$ cat config.mk
export PLATFORM = sky130hd
export DESIGN_NAME = uart_tx_fifo
export DESIGN_NICKNAME = d
export VERILOG_FILES = /design/src/rtl/uart_tx_fifo.sv
export SDC_FILE = /design/constraint.sdc
export NUM_CORES = 1
export LEC_CHECK = 0
export BUFFER_PORTS_ARGS = -buffer_cell sky130_fd_sc_hd__buf_2
export CAP_MARGIN = 25
export CORE_MARGIN = 3
export CORE_UTILIZATION = 40
export DETAILED_ROUTE_END_ITERATION = 8
export GPL_ROUTABILITY_DRIVEN = 0
export PLACE_DENSITY_LB_ADDON = 0.3
export RECOVER_POWER = 100
export SETUP_SLACK_MARGIN = 0.2
export SYNTH_ARGS = -nofsm -noshare
export SYNTH_HDL_FRONTEND = slang
export SYNTH_SLANG_ARGS = --single-unit
$ cat constraint.sdc
create_clock -name UART_CLK -period 3.95 [get_ports UART_CLK]
set_input_delay 0.5925 -clock UART_CLK [delete_from_list [all_inputs] [get_ports UART_CLK]]
set_output_delay 0.5925 -clock UART_CLK [all_outputs]
set_load 0.01 [all_outputs]
$ cat src/rtl/uart_tx_fifo.sv
// Transmit-side UART: DEPTH-entry byte FIFO drained by an 8N1 serializer on tx.
// Define UART_TX_PARITY_EN to insert an even-parity bit between data and stop.
module uart_tx_fifo #(
  parameter int unsigned DEPTH        = 16,
  parameter int unsigned CLKS_PER_BIT = 16
) (
  input  logic                     UART_CLK,
  input  logic                     reset_n,
  input  logic                     write_req,
  input  logic [7:0]               write_data,
  output logic                     tx,
  output logic                     busy,
  output logic                     empty,
  output logic                     full,
  output logic [$clog2(DEPTH):0]   count,
  output logic                     overflow
);

  localparam int unsigned PtrW  = $clog2(DEPTH);
  localparam int unsigned CntW  = PtrW + 1;
  localparam int unsigned BaudW = (CLKS_PER_BIT > 2) ? $clog2(CLKS_PER_BIT) : 1;
  localparam logic [BaudW-1:0] BaudLast = BaudW'(CLKS_PER_BIT - 1);
  localparam logic [CntW-1:0]  CntFull  = CntW'(DEPTH);

`ifdef UART_TX_PARITY_EN
  typedef enum logic [2:0] {StIdle, StStart, StData, StParity, StStop} state_e;
`else
  typedef enum logic [1:0] {StIdle, StStart, StData, StStop} state_e;
`endif

  logic [7:0]      mem_q [DEPTH];
  logic [PtrW-1:0] wptr_q, wptr_d, rptr_q, rptr_d;
  logic [CntW-1:0] count_q, count_d;
  logic            full_q, full_d, empty_q, empty_d, ovf_q, ovf_d;
  state_e          state_q, state_d;
  logic [BaudW-1:0] baud_q, baud_d;
  logic [2:0]      bit_q, bit_d;
  logic [7:0]      shift_q, shift_d;
  logic            tx_q, tx_d;
`ifdef UART_TX_PARITY_EN
  logic            parity_q, parity_d;
`endif

  logic       push, load, baud_done;
  logic [7:0] head;

  assign head      = mem_q[rptr_q];
  assign baud_done = (baud_q == BaudLast);
  assign push      = write_req && !full_q;

  // Serializer next state; tx_d is the level for the state being entered.
  always_comb begin
    state_d = state_q;
    baud_d  = baud_q;
    bit_d   = bit_q;
    shift_d = shift_q;
    tx_d    = tx_q;
    load    = 1'b0;
`ifdef UART_TX_PARITY_EN
    parity_d = parity_q;
`endif
    case (state_q)
      StIdle: begin
        tx_d = 1'b1;
        load = !empty_q;
      end
      StStart: begin
        if (baud_done) begin
          baud_d  = '0;
          tx_d    = shift_q[0];
          shift_d = {1'b0, shift_q[7:1]};
          state_d = StData;
        end else begin
          baud_d = baud_q + BaudW'(1);
        end
      end
      StData: begin
        if (baud_done) begin
          baud_d = '0;
          if (bit_q == 3'd7) begin
`ifdef UART_TX_PARITY_EN
            tx_d    = parity_q;
            state_d = StParity;
`else
            tx_d    = 1'b1;
            state_d = StStop;
`endif
          end else begin
            bit_d   = bit_q + 3'd1;
            tx_d    = shift_q[0];
            shift_d = {1'b0, shift_q[7:1]};
          end
        end else begin
          baud_d = baud_q + BaudW'(1);
        end
      end
`ifdef UART_TX_PARITY_EN
      StParity: begin
        if (baud_done) begin
          baud_d  = '0;
          tx_d    = 1'b1;
          state_d = StStop;
        end else begin
          baud_d = baud_q + BaudW'(1);
        end
      end
`endif
      StStop: begin
        if (baud_done) begin
          baud_d  = '0;
          tx_d    = 1'b1;
          state_d = StIdle;
          load    = !empty_q;
        end else begin
          baud_d = baud_q + BaudW'(1);
        end
      end
      default: begin
        state_d = StIdle;
        tx_d    = 1'b1;
      end
    endcase

    // Pop from idle or straight out of stop: no idle gap between frames.
    if (load) begin
      shift_d = head;
      bit_d   = '0;
      baud_d  = '0;
      tx_d    = 1'b0;
      state_d = StStart;
`ifdef UART_TX_PARITY_EN
      parity_d = ^head;
`endif
    end
  end

  always_comb begin
    wptr_d = push ? wptr_q + PtrW'(1) : wptr_q;
    rptr_d = load ? rptr_q + PtrW'(1) : rptr_q;
    case ({push, load})
      2'b10:   count_d = count_q + CntW'(1);
      2'b01:   count_d = count_q - CntW'(1);
      default: count_d = count_q;
    endcase
    full_d  = (count_d == CntFull);
    empty_d = (count_d == '0);
    ovf_d   = ovf_q | (write_req & full_q);
  end

  always_ff @(posedge UART_CLK) begin
    if (!reset_n) begin
      wptr_q   <= '0;
      rptr_q   <= '0;
      count_q  <= '0;
      full_q   <= 1'b0;
      empty_q  <= 1'b1;
      ovf_q    <= 1'b0;
      state_q  <= StIdle;
      baud_q   <= '0;
      bit_q    <= '0;
      shift_q  <= '0;
      tx_q     <= 1'b1;
`ifdef UART_TX_PARITY_EN
      parity_q <= 1'b0;
`endif
    end else begin
      wptr_q   <= wptr_d;
      rptr_q   <= rptr_d;
      count_q  <= count_d;
      full_q   <= full_d;
      empty_q  <= empty_d;
      ovf_q    <= ovf_d;
      state_q  <= state_d;
      baud_q   <= baud_d;
      bit_q    <= bit_d;
      shift_q  <= shift_d;
      tx_q     <= tx_d;
`ifdef UART_TX_PARITY_EN
      parity_q <= parity_d;
`endif
    end
  end

  // Storage needs no reset; pointers and count define what is valid.
  always_ff @(posedge UART_CLK) begin
    if (reset_n && push) begin
      mem_q[wptr_q] <= write_data;
    end
  end

  assign tx       = tx_q;
  assign busy     = (state_q != StIdle);
  assign empty    = empty_q;
  assign full     = full_q;
  assign count    = count_q;
  assign overflow = ovf_q;

endmodule

==> results.md <==
- outcome: complete, no violations
- commonest non-fill, non-tap cell in the layout: sky130_fd_sc_hd__edfxtp_1
- wire length of the first global-routing pass: 19300 um
- category of the critical setup timing path: flip-flop to flip-flop
- buffering stage count on the worst path with inverters included: 3
- cell family with the largest share of critical-path delay: adder cells
- Hold Slack: 441 ps
- CTS tree: yes
- arrival time at the worst endpoint: 3630 ps
- number of library cell types mapped by synthesis: 40
- Post-Syn Nets: 432
- final worst path period share: 83.3%
- FF+latch count, synth: 166
- detailed-route via count: 3427
- ys async rst share: 0%
- Pwr Total: 4.52 mW
- critical path capture point type: flip-flop
- maximum number of pins on one net before global-route repair: 33
- hold bufs inserted after CTS: 0
- peak supply drop: 0.000329 V
- fraction of the core area covered by cells at the end of the flow: 46.7%
- post-synthesis instance area: 6760 um2
- total routing usage reported by global routing: 14.1%
- Post-CTS Repair Setup Buffers: 0
- clock skew: 12.3 ps
- leakage power: 2.46 nW
- largest area contributor in the synthesized netlist: sky130_fd_sc_hd__edfxtp_1
- Setup Slack @ Placement: 713 ps
- area enclosed by the die boundary: 18500 um2
- Die Width: 136 um
- post-cts sizing count: 0
- share of the synthesized area in the top cell type: 56.9%
- Setup-failing EPs final: 0
- insertion delay to the later sink of the worst-skew pair: 420 ps
- per-instance average area after synthesis: 16.7 um2
- flop2flop setup slack: 660 ps
- Final #Nets: 457
- number of sinks driven by the clock tree: 166
- ratio of cells with drive above 1 in the final layout: 16.9%
- DP Wirelength: 8120 um
- Buffers on Ports: 20
- unrepaired setup endpoints after global routing: false
- number of antenna violations at the first check in global routing: 0
- placement row count: 46
- buffer depth of the longest clock path: 2
- wire per inst: 18.0 um
- most frequently used flop master after synthesis: sky130_fd_sc_hd__edfxtp_1
- Max stage delay on crit path: 390 ps
- Max Used Layer: met4
- number of global-route vias before repair: 3498
- dominant cell type by count on the critical path: sky130_fd_sc_hd__ha_1
- per-cell via count in the routed design: 5.20
- final worst slack: 659 ps
- total power density per cell area: 597 nW/um2
- cell chain of the critical path: inv_1 > ha_1 > a41oi_1 > or3_1 > buf_4 > clkinv_1 > ha_1 > xor2_1 > ha_1 > a21oi_1 > mux2i_1 > xnor2_1 > nand4_1 > nor3b_1
- core region area: 16200 um2
- clock slew seen by the registers of the worst setup and hold paths: 60 ps
- Routed Antenna Nets: 0
- number of remaining DRC errors: 0
- total non-filler cell area in the finished layout: 7580 um2
- drt initial violations: 230
- Initial Util: 41.6%
- count of final hold-check violations: 0
- final critical path time including I/O delays and setup: 3290 ps
- Cell Count Post-Placement: 627
- leading post-synthesis cells by cell area: sky130_fd_sc_hd__edfxtp_1 (57%), sky130_fd_sc_hd__mux4_2 (13%), sky130_fd_sc_hd__dfxtp_1 (11%)
- clock buffer count from CTS: 17
- Max Fclk: 304 MHz
- number of H-tree levels: 4
- total of warnings raised by yosys: 0
- sum of met2 wire segment lengths after detailed routing: 5960 um
- Slowest-stage cell, CP: sky130_fd_sc_hd__dfxtp_1
- root buf cell: sky130_fd_sc_hd__clkbuf_16
- number of top-level pins: 21
- placement-stage cell area: 7050 um2
- Post-Layout Cell Count: 659
- commonest non-fill, non-tap cells in the layout: sky130_fd_sc_hd__edfxtp_1 (128), sky130_fd_sc_hd__nor2_1 (47), sky130_fd_sc_hd__mux4_2 (39)
- category of the worst setup path launch point: flip-flop
- sequential cell area fraction in the yosys report: 68.2%
- relative area change from synthesis to final layout: 12.2%
- count of flip-flops with a built-in enable after synthesis: 128
- number of pins exceeding their max-slew limit in the final report: 0
- cells after synthesis: 405
- number of gates on the worst path with buffers counted: 14
- capturing element of the worst setup path: full
- type of the most critical hold path: input port to flip-flop
- Total Wirelength: 11900 um
- RR Startpoint: state_q[0]
- number of diodes: 0
- headroom to the max-slew limit: 10.0%
- required time of the critical path: 4290 ps
- met1 wire length: 5300 um
- number of max-cap violations: 0
- crit-path max FO: 18
- Post-Route Setup TNS: 0 ps
- number of optimization iterations in the first detailed-route pass: 4
- worst setup path startpoint: state_q[0]
- vertical die dimension: 136 um
- fill count: 1402
- endpoint of the worst-slack reg-to-reg timing path: full
- worst reg-to-reg path cell count: 14
- overall overflow remaining after global route: 0
- detailed-routed wire length on met3: 589 um
- Slew @ Worst Pin: 1350 ps
## cells in the mapped netlist (7+ instances only)
cell type	n
sky130_fd_sc_hd__a21oi_1	14
sky130_fd_sc_hd__a211oi_1	8
sky130_fd_sc_hd__nor2_1	47
sky130_fd_sc_hd__mux2i_1	14
sky130_fd_sc_hd__o21ai_0	7
sky130_fd_sc_hd__mux4_2	39
sky130_fd_sc_hd__nand2_1	12
sky130_fd_sc_hd__ha_1	16
sky130_fd_sc_hd__edfxtp_1	128
sky130_fd_sc_hd__dfxtp_1	38
sky130_fd_sc_hd__clkbuf_1	9
sky130_fd_sc_hd__inv_1	10
## where the power goes
| part | switching (mW) | total (mW) | internal, mW |
|---|---|---|---|
| logic | 0.424 | 0.848 | 0.424 |
| clock network | 0.666 | 1.54 | 0.870 |
| registers | 0.146 | 2.14 | 1.99 |
## layer usage
| metal | track usage [%] | vias to the layer above |
|---|---|---|
| met2 | 23.0 | 74 |
| met5 | 0 | - |
| li1 | - | 1619 |
| met1 | 18.3 | 1732 |
| met3 | 4.29 | 2 |
| met4 | 4.03 | 0 |
## cells by family after synthesis
group / after synthesis / synth area share (%)
mux: 54 / 15.5
xor+xnor: 12 / 1.56
buf+inv: 30 / 2.26
flops: 166 / 68.2
compound gates: 42 / 3.93
simple gates: 85 / 5.67
fa+ha+maj: 16 / 2.96
## registers in the layout (all words and copies together) (netlist names), named ones only
register  cells
empty         1
shift_q       8
mem_q       128
baud_q        4
full          1
wptr_q        4
tx            1
overflow      1
rptr_q        4
bit_q         3
count         5
state_q       2
## final cells by class
type | count | area [um2] | share of cell area (%)
inverter | 11 | 41.3 | 0.545
clock buffer | 18 | 429 | 5.66
multi-input combinational | 209 | 2000 | 26.4
sequential | 166 | 4600 | 60.8
timing repair buffer | 25 | 108 | 1.42
tap | 216 | 270 | 3.57
clock inverter | 14 | 126 | 1.67
## worst register-to-register path: cells and delay by family (launching register included)
family	cells	cell delay [ps]
compound gates	2	320
xor+xnor	2	360
fa+ha+maj	3	870
buf+inv	3	570
flops	1	390
mux	1	240
simple gates	3	470
## worst min-delay path by stage
stage / endpoint / from / slack, ps / cells past startpoint
2_1_floorplan: shift_q[7] / shift_q[7] / 440 / 2
3_3_place_gp: shift_q[7] / shift_q[7] / 470 / 2
3_5_place_dp: shift_q[7] / shift_q[7] / 470 / 2
4_1_cts: overflow / write_req / 420 / 3
5_1_grt: overflow / write_req / 450 / 3
6_report: overflow / write_req / 440 / 3
Power figures use the tool's default switching activity.
